--- src/rtl/bp_fe_queue_tx_if.sv ---
// FE queue packet channel between the FE transmitter and the BE issue queue.
// Valid/ready-and handshake; master drives the packet and valid.
interface bp_fe_queue_tx_if #(
  parameter int vaddr_width_p               = 39,
  parameter int branch_metadata_fwd_width_p = 36
);
  localparam int fe_queue_width_lp = 2 + vaddr_width_p + 32 + branch_metadata_fwd_width_p;

  logic [fe_queue_width_lp-1:0] fe_queue;
  logic                         fe_queue_v;
  logic                         fe_queue_ready;

  modport master (output fe_queue, output fe_queue_v, input fe_queue_ready);
  modport slave  (input fe_queue, input fe_queue_v, output fe_queue_ready);
endinterface

--- src/rtl/bp_fe_queue_tx.sv ---
// FE-side fetch-queue transmitter: packs fetch results into FE queue packets,
// buffers two of them, and stalls after an exception until the BE flushes.
module bp_fe_queue_tx #(
  parameter int vaddr_width_p               = 39,
  parameter int branch_metadata_fwd_width_p = 36,
  localparam int fe_queue_width_lp = 2 + vaddr_width_p + 32 + branch_metadata_fwd_width_p
) (
  input  logic                                   clk_i,
  input  logic                                   reset_n_i,
  input  logic                                   fetch_v_i,
  output logic                                   fetch_ready_o,
  input  logic [vaddr_width_p-1:0]               fetch_pc_i,
  input  logic [31:0]                            fetch_instr_i,
  input  logic [branch_metadata_fwd_width_p-1:0] fetch_meta_i,
  input  logic                                   fetch_exc_v_i,
  input  logic [1:0]                             fetch_exc_code_i,
  input  logic                                   flush_i,
  bp_fe_queue_tx_if.master                       fe_queue_if,
  output logic                                   exc_pending_o
);

  typedef enum logic {e_run = 1'b0, e_wait = 1'b1} state_e;

  state_e                       state_r, state_n;
  logic [fe_queue_width_lp-1:0] entry_r [2];
  logic                         head_r, tail_r;
  logic [1:0]                   count_r;
  logic [fe_queue_width_lp-1:0] pkt_s;
  logic                         enq_s, deq_s;

  // Handshake qualifiers; flush masks both sides in the same cycle
  always_comb begin
    fetch_ready_o          = (state_r == e_run) && (count_r != 2'd2) && !flush_i;
    fe_queue_if.fe_queue_v = (count_r != 2'd0) && !flush_i;
    fe_queue_if.fe_queue   = (count_r != 2'd0) ? entry_r[head_r] : '0;
    exc_pending_o          = (state_r == e_wait);
    enq_s                  = fetch_v_i && fetch_ready_o;
    deq_s                  = fe_queue_if.fe_queue_v && fe_queue_if.fe_queue_ready;
  end

  // Packet formatting: exceptions carry the code in the instr field, zero metadata
  always_comb begin
    pkt_s = '0;
    if (fetch_exc_v_i) begin
      pkt_s = {{branch_metadata_fwd_width_p{1'b0}}, 30'd0, fetch_exc_code_i, fetch_pc_i, 2'd1};
    end else begin
      pkt_s = {fetch_meta_i, fetch_instr_i, fetch_pc_i, 2'd0};
    end
  end

  // Next-state logic: WAIT is left only by a flush
  always_comb begin
    state_n = state_r;
    if (flush_i) begin
      state_n = e_run;
    end else begin
      case (state_r)
        e_run:   state_n = (enq_s && fetch_exc_v_i) ? e_wait : e_run;
        e_wait:  state_n = e_wait;
        default: state_n = e_run;
      endcase
    end
  end

  // State register
  always_ff @(posedge clk_i or negedge reset_n_i) begin
    if (!reset_n_i) begin
      state_r <= e_run;
    end else begin
      state_r <= state_n;
    end
  end

  // Two-entry FIFO storage, pointers and occupancy
  always_ff @(posedge clk_i or negedge reset_n_i) begin
    if (!reset_n_i) begin
      entry_r[0] <= '0;
      entry_r[1] <= '0;
      head_r     <= 1'b0;
      tail_r     <= 1'b0;
      count_r    <= 2'd0;
    end else if (flush_i) begin
      head_r  <= 1'b0;
      tail_r  <= 1'b0;
      count_r <= 2'd0;
    end else begin
      if (enq_s) begin
        entry_r[tail_r] <= pkt_s;
        tail_r          <= ~tail_r;
      end
      if (deq_s) begin
        head_r <= ~head_r;
      end
      case ({enq_s, deq_s})
        2'b10:   count_r <= count_r + 2'd1;
        2'b01:   count_r <= count_r - 2'd1;
        default: count_r <= count_r;
      endcase
    end
  end

endmodule

--- src/flat_wrapper.sv ---
// flat-port wrapper written by rule: the top's interface ports become plain ports
module bp_fe_queue_tx_flat 
#(
  parameter int vaddr_width_p               = 39,
  parameter int branch_metadata_fwd_width_p = 36,
  localparam int fe_queue_width_lp = 2 + vaddr_width_p + 32 + branch_metadata_fwd_width_p
)
  (clk_i, reset_n_i, fetch_v_i, fetch_ready_o, fetch_pc_i, fetch_instr_i, fetch_meta_i, fetch_exc_v_i, fetch_exc_code_i, flush_i, exc_pending_o, fe_queue_if_fe_queue, fe_queue_if_fe_queue_v, fe_queue_if_fe_queue_ready);
  bp_fe_queue_tx_if #(.vaddr_width_p(vaddr_width_p), .branch_metadata_fwd_width_p(branch_metadata_fwd_width_p)) fe_queue_if_i ();
  input  logic clk_i;
  input  logic reset_n_i;
  input  logic fetch_v_i;
  output logic fetch_ready_o;
  input  logic [vaddr_width_p-1:0] fetch_pc_i;
  input  logic [31:0] fetch_instr_i;
  input  logic [branch_metadata_fwd_width_p-1:0] fetch_meta_i;
  input  logic fetch_exc_v_i;
  input  logic [1:0] fetch_exc_code_i;
  input  logic flush_i;
  output logic exc_pending_o;
  output wire logic [$bits(fe_queue_if_i.fe_queue)-1:0] fe_queue_if_fe_queue;
  output wire logic [$bits(fe_queue_if_i.fe_queue_v)-1:0] fe_queue_if_fe_queue_v;
  input wire logic [$bits(fe_queue_if_i.fe_queue_ready)-1:0] fe_queue_if_fe_queue_ready;
  assign fe_queue_if_fe_queue = fe_queue_if_i.fe_queue;
  assign fe_queue_if_fe_queue_v = fe_queue_if_i.fe_queue_v;
  assign fe_queue_if_i.fe_queue_ready = fe_queue_if_fe_queue_ready;
  bp_fe_queue_tx #(.vaddr_width_p(vaddr_width_p), .branch_metadata_fwd_width_p(branch_metadata_fwd_width_p)) u_core (.clk_i(clk_i), .reset_n_i(reset_n_i), .fetch_v_i(fetch_v_i), .fetch_ready_o(fetch_ready_o), .fetch_pc_i(fetch_pc_i), .fetch_instr_i(fetch_instr_i), .fetch_meta_i(fetch_meta_i), .fetch_exc_v_i(fetch_exc_v_i), .fetch_exc_code_i(fetch_exc_code_i), .flush_i(flush_i), .fe_queue_if(fe_queue_if_i), .exc_pending_o(exc_pending_o));
endmodule
--- config.mk ---
export PLATFORM = sky130hd
export DESIGN_NAME = bp_fe_queue_tx_flat
export DESIGN_NICKNAME = d
export VERILOG_FILES = /design/src/rtl/bp_fe_queue_tx_if.sv /design/src/rtl/bp_fe_queue_tx.sv /design/src/flat_wrapper.sv
export SDC_FILE = /design/constraint.sdc
export NUM_CORES = 1
export LEC_CHECK = 0
export CAP_MARGIN = 20
export CORE_UTILIZATION = 51
export CTS_CLUSTER_SIZE = 14
export DETAILED_ROUTE_END_ITERATION = 12
export PLACE_DENSITY = 0.8
export SKIP_LAST_GASP = 1
export SYNTH_ARGS = -nofsm -noshare
export SYNTH_HDL_FRONTEND = slang
export SYNTH_SLANG_ARGS = --single-unit
--- constraint.sdc ---
create_clock -name clk_i -period 2 [get_ports clk_i]
set_input_delay 0.3 -clock clk_i [delete_from_list [all_inputs] [get_ports clk_i]]
set_output_delay 0.3 -clock clk_i [all_outputs]
set_load 0.005 [all_outputs]
# After elaboration in Yosys (flattened, before gate mapping)

Cells that the tools add are included.

Equal/unequal tests: 3
Add/sub/neg operators: 2
Order comparisons: 3
$mul: 0
Multiplexer cells: 17
Shift-type cells: 0
Reduce and logical (&&, ||, !) cells: 13
Bitwise operators: 6
Div/mod/pow operators: 0

Operators by type and width:

| kind                                                                          | number |
|---|---|
| 109-bit two-way mux                                                           | 6 |
| 218-bit bitwise mux                                                           | 1 |
| 109-bit demux with 1-bit select                                               | 1 |
| 1-bit logical AND                                                             | 7 |
| 1-bit two-way mux                                                             | 6 |
| 2-bit nonzero test                                                            | 3 |
| 2-bit >= comparator (second input constant)                                   | 2 |
| 1-bit NOT                                                                     | 4 |
| 1-bit NOT with 2-bit output                                                   | 2 |
| 2-bit case mux with 2 select lines                                            | 1 |
| 3-bit nonzero test                                                            | 1 |
| 2-bit by 1-bit adder with 2-bit output (second input constant)                | 1 |
| 2-bit by 1-bit == test with 1-bit output (second input constant)              | 1 |
| 2-bit == test (second input constant)                                         | 1 |
| 2-bit by 1-bit less-than comparator with 1-bit output (second input constant) | 1 |
| 2-bit two-way mux                                                             | 1 |
| 2-bit inequality test (second input constant)                                 | 1 |
| 1-bit case mux with 2 select lines                                            | 1 |
| 2-bit AND reduction                                                           | 1 |
| 2-bit by 1-bit subtractor with 2-bit output (second input constant)           | 1 |
| 1-bit logical NOT                                                             | 1 |

Bits in read-only memories: 0
Bits in writable memories: 0
Input bits: 115
Bits in registers: 223
Output and inout bits: 112
Latch bits: 0
Memories kept: 0
Logic and storage cells: 50

# Depth between registers and ports, before layout

Word-level depth: 8
Gate-level depth with buffers: 7
Gate-level depth less buffers: 3

# Worst setup path after synthesis

No wires, ideal clock.

Path type: flip-flop to flip-flop
Start: reg u_core.state_r (netlist: u_core.exc_pending_o)
End: reg u_core.entry_r[50] (netlist name)
Data required time: 1.875 ns
Arrival: 1.507 ns
Clock period less this slack: 1.632 ns
Cell stages (with the launch flop): 7
Path buffers: 3
Library setup time: 0.125 ns
Slack: 0.368 ns
Cell sequence: dfrtp_1 > nor2_2 > and4_4 > buf_6 > buf_8 > buf_12 > mux2_4

Word-level cells in the longest chain between the ends: 5

Ends and longest elaborated chain:

| item                                 | line                 | RTL |
|---|---|---|
| start, declared                      | bp_fe_queue_tx.sv:24 | `state_e state_r, state_n;` |
| start signal, assigned               | bp_fe_queue_tx.sv:68 | `state_r <= e_run;` |
| start signal, assigned               | bp_fe_queue_tx.sv:70 | `state_r <= state_n;` |
| 1-bit NOT                            | bp_fe_queue_tx.sv:33 | `fetch_ready_o = (state_r == e_run) && (count_r != 2'd2) && !flush_i;` |
| 1-bit logical AND (2 in series)      | bp_fe_queue_tx.sv:33 |  |
| 1-bit logical AND                    | bp_fe_queue_tx.sv:37 | `enq_s = fetch_v_i && fetch_ready_o;` |
| 2-bit AND reduction (no source line) | --                   |  |
| end signal, assigned by index        | bp_fe_queue_tx.sv:88 | `entry_r[tail_r] <= pkt_s;` |
| end, declared                        | bp_fe_queue_tx.sv:25 | `logic [fe_queue_width_lp-1:0] entry_r [2];` |

No other way between the ends.
A chain may end at the register's enable or synchronous reset.

# Worst setup path after layout

Start: reg u_core.head_r
End: out fe_queue_if_fe_queue[83]

Word-level cells in the longest chain between the ends: 5

Ends and longest elaborated chain:

| item                                                    | line                 | RTL |
|---|---|---|
| start, declared                                         | bp_fe_queue_tx.sv:26 | `logic head_r, tail_r;` |
| start signal, assigned                                  | bp_fe_queue_tx.sv:92 | `head_r <= ~head_r;` |
| 1-bit NOT with 2-bit output (not written as such)       | bp_fe_queue_tx.sv:35 | `fe_queue_if.fe_queue = (count_r != 2'd0) ? entry_r[head_r] : '0;` |
| 109-bit two-way mux (not written as such) (3 in series) | bp_fe_queue_tx.sv:35 |  |
| 109-bit two-way mux                                     | bp_fe_queue_tx.sv:35 |  |
| end, declared                                           | flat_wrapper.sv:21   | `output wire logic [$bits(fe_queue_if_i.fe_queue)-1:0] fe_queue_if_fe_queue;` |

No other way between the ends. The select of a mux whose other input is x is not followed.

==> impl_metrics.sql <==
INSERT INTO impl_metrics (metric_group, metric, value, unit) VALUES
('run_status', 'outcome', 'finished with violations', ''),
('run_status', 'violated_checks', 'negative setup slack', ''),
('grt', 'number_of_global_route_vias_before_repair', '7461', ''),
('cts', 'cts.clk_slew.worst_paths', '0.06', 'ns'),
('sta', 'finalHoldViolCount', '0', ''),
('worst_setup_path', 'worstSetupEndpointType', 'primary output', ''),
('sta', 'finalSetupViolCount', '73', ''),
('worst_setup_path', 'crit-reg2reg-launch', 'u_core.count_r[0]', ''),
('placement', 'dp_hpwl', '15600', 'um'),
('worst_setup_path', 'critical_path_peak_fanout', '4', ''),
('power_and_ir_drop', 'cellPowerDensity', '987', 'nW/um2'),
('worst_setup_path', 'rr_endpoint', 'u_core.entry_r[79]', ''),
('sta', 'finalMaxSlewViolations', '0', ''),
('worst_setup_path', 'regToRegSetupSlack', '0.25', 'ns'),
('detailed_routing', 'drt-pass1-iter-count', '4', ''),
('sta', 'slew_headroom', '62.6', '%'),
('yosys', 'synthesis.yosys.warnings', '0', ''),
('worst_setup_path', 'reg2reg_depth', '5', ''),
('min_path', 'worst_hold_path_type', 'in -> reg', ''),
('worst_setup_path', 'cp.required', '1.70', 'ns'),
('yosys', 'synth.avg_cell_area', '13.1', 'um2'),
('sta', 'fin_hold_ws', '0.348', 'ns'),
('grt', 'gr-total-overflow', '0', ''),
('floorplan', 'fp.dieArea', '21200', 'um2'),
('cts', 'numCtsBuffers', '23', ''),
('layout', 'fin_nets', '1185', ''),
('floorplan', 'initial_standard_cell_utilization_of_the_core', '52.0', '%'),
('placement', 'globalplace.congestion', '0.779', ''),
('detailed_routing', 'avgRoutedWirePerCell', '19.3', 'um'),
('grt', 'maximum_number_of_pins_on_one_net_before_global_route_repair', '64', ''),
('worst_setup_path', 'worst_setup_path_class', 'reg -> out', ''),
('placement', 'placement.setup.worst_slack', '0.0245', 'ns'),
('cts', 'tritoncts_num_sinks', '221', ''),
('floorplan', 'die_ht', '146', 'um'),
('power_and_ir_drop', 'vdd_ir_drop_max', '0.561', 'mV'),
('yosys', 'yosys.cell_count.top_type', 'sky130_fd_sc_hd__dfrtp_1', ''),
('sta', 'period_share', '114', '%'),
('yosys', 'ys_seq_elements', '221', ''),
('detailed_routing', 'vias', '7146', ''),
('detailed_routing', 'drt_first_iter_violations', '271', ''),
('floorplan', 'die_width', '146', 'um'),
('yosys', 'synth_edf_count', '0', ''),
('yosys', 'netlist.area_leader.share', '52.5', '%'),
('worst_setup_path', 'cp.arrival', '1.98', 'ns'),
('detailed_routing', 'drcViolationCount', '0', ''),
('sta', 'grt_setup_unrepaired', 'true', ''),
('yosys', 'top_cells_by_instance_count_after_synthesis', 'sky130_fd_sc_hd__dfrtp_1 (221), sky130_fd_sc_hd__mux2_2 (189), sky130_fd_sc_hd__nor2_1 (112), sky130_fd_sc_hd__mux2i_1 (108), sky130_fd_sc_hd__nor2b_1 (68)', ''),
('worst_setup_path', 'setup.worst_path.start', 'u_core.head_r', ''),
('grt', 'groute.usage.overall', '22.8', '%'),
('placement', 'port_buffers', '225', ''),
('sta', 'achievable-frequency', '438', 'MHz'),
('cts', 'worst_skew_pair.late_latency', '0.50', 'ns'),
('cts', 'cts.htree.levels', '1', ''),
('yosys', 'ys_top_cells_by_area', 'sky130_fd_sc_hd__dfrtp_1 (53%), sky130_fd_sc_hd__mux2_2 (20%), sky130_fd_sc_hd__mux2i_1 (10%)', ''),
('min_path', 'worstHoldStart', 'fetch_exc_v_i', ''),
('floorplan', 'design.core.area', '20200', 'um2'),
('power_and_ir_drop', 'p_leak', '7.22', 'nW'),
('sta', 'fin_skew', '0.00909', 'ns'),
('cts', 'tritoncts', 'done', ''),
('floorplan', 'rows', '52', ''),
('yosys', 'synthDominantAreaCellType', 'sky130_fd_sc_hd__dfrtp_1', ''),
('job', 'cap_viol_max_count', '0', ''),
('detailed_routing', 'routed_wl', '26200', 'um'),
('sta', 'transition_at_the_pin_with_the_smallest_max_transition_slack', '0.562', 'ns'),
('sta', 'finalWorstSetupSlack', '-0.283', 'ns'),
('yosys', 'synth-main-ff-cell', 'sky130_fd_sc_hd__dfrtp_1', ''),
('grt', 'wire_length_of_the_first_global_routing_pass', '38900', 'um'),
('worst_setup_path', 'worst_setup_path_start_kind', 'register', ''),
('yosys', 'ys_seq_area_share', '52.5', '%'),
('cts', 'ctsLongestPathBuffers', '3', ''),
('layout', 'post_route_cells_drive_above_1_share', '37.4', '%');
## registers in the layout, summed over array words and instances, names as in the netlist
signal,count
u_core.count_r,2
u_core.entry_r,216
u_core.head_r,1
u_core.tail_r,1
u_core.exc_pending_o,1
## cells by family after synthesis
logic type | Yosys count | share of synthesized area [%]
buffers and inverters | 59 | 3.45
other | 1 | 0.0356
XOR/XNOR | 1 | 0.0832
AO/OA/AOI/OAI | 8 | 0.547
AND/OR/NAND/NOR | 190 | 8.74
multiplexers | 326 | 34.6
flip-flops | 221 | 52.5
## worst max-delay path, stage by stage, from the launching register on
cell and delay [ns]:
sky130_fd_sc_hd__dfrtp_4 0.50, sky130_fd_sc_hd__buf_12 0.14, sky130_fd_sc_hd__buf_12 0.12, sky130_fd_sc_hd__buf_12 0.12, sky130_fd_sc_hd__buf_6 0.11, sky130_fd_sc_hd__buf_6 0.11, sky130_fd_sc_hd__mux2i_1 0.11, sky130_fd_sc_hd__nor2_1 0.15
sky130_fd_sc_hd__buf_2 0.14
## report_power, final
part	switching (mW)	leakage [nW]	internal (mW)	total, mW
Sequential	0.671	2.77	5.67	6.34
Combinational	1.34	4.05	2.23	3.57
Clock	1.71	0.388	2.77	4.48
Total	3.73	7.22	10.7	14.4
## final cells by class
type	instances	area, um2
diodes	1	2.50
clock buffers	30	642
clock inverters	10	155
fillers	1388	5650
inverters	1	3.75
multi-input cells	526	4720
flip-flops and latches	221	5530
well taps	270	338
repair buffers	297	3190
## layer usage
metal / GRT usage (%) / up-vias / part of all wire (%) / wire length, um
li1: - / 3295 / - / -
met1: 29.2 / 3611 / 43 / 11200
met2: 39.0 / 193 / 50 / 13000
met3: 4.11 / 47 / 5.2 / 1350
met4: 7.58 / 0 / 2.5 / 665
met5: 0 / - / 0 / 0
## how the worst min path moves through the flow
| stage | end | slack, ns | cells after the start |
|---|---|---|---|
| floorplan | u_core.count_r[0] | 0.004 | 0 |
| global placement | u_core.entry_r[16] | 0.33 | 1 |
| detailed placement | u_core.entry_r[16] | 0.33 | 1 |
| CTS | u_core.entry_r[0] | 0.34 | 2 |
| global route | u_core.entry_r[109] | 0.36 | 2 |
| finish | u_core.entry_r[109] | 0.35 | 2 |
## placed cells by master (no fill, tap or decap), types with 2 or more instances in the layout
cell                              netlist  routed
sky130_fd_sc_hd__buf_16                 0       2
sky130_fd_sc_hd__nor2_1               112     111
sky130_fd_sc_hd__mux2i_1              108      95
sky130_fd_sc_hd__clkinv_2               0       4
sky130_fd_sc_hd__buf_2                 21      37
sky130_fd_sc_hd__clkbuf_1              20       3
sky130_fd_sc_hd__buf_6                  3      10
sky130_fd_sc_hd__nor2b_1               68      67
sky130_fd_sc_hd__mux2i_2                0      11
sky130_fd_sc_hd__clkdlybuf4s50_1        0     113
sky130_fd_sc_hd__buf_12                 2      27
sky130_fd_sc_hd__clkbuf_16              0      31
sky130_fd_sc_hd__mux2_2               189     189
sky130_fd_sc_hd__mux2_4                29      29
sky130_fd_sc_hd__nand2_1                2       2
sky130_fd_sc_hd__mux2i_4                0       2
sky130_fd_sc_hd__dlymetal6s2s_1         0      52
sky130_fd_sc_hd__dfrtp_1              221     220
sky130_fd_sc_hd__clkbuf_8               0       5
sky130_fd_sc_hd__clkinvlp_4             0       2
sky130_fd_sc_hd__bufinv_16              0       4
sky130_fd_sc_hd__buf_4                 10      24
sky130_fd_sc_hd__clkbuf_2               0      22
## through the flow
stage	setup TNS [ns]	util [%]	power, mW	cells	instance area, um2
final	-7.16	72.1	14.4	1356	14600
after global routing	-13.76	72.1	15.1	1356	14600
after CTS	-36.46	69.8	14.3	1328	14100
after detailed placement	0	65.7	9.74	1281	13300
after global placement	0	65.7	9.58	1281	13300
after floorplan	0	-	8.28	806	10500
## timing repair
action,in CTS,in global routing
buffers inserted,5,15
pin swaps,7,36
endpoints found under the setup margin,110,110
gates cloned,1,13
gates resized for setup,60,199
hold buffers,1,0
endpoints found under the hold margin,58,0
No activity file was read; power rests on OpenSTA's default activity.
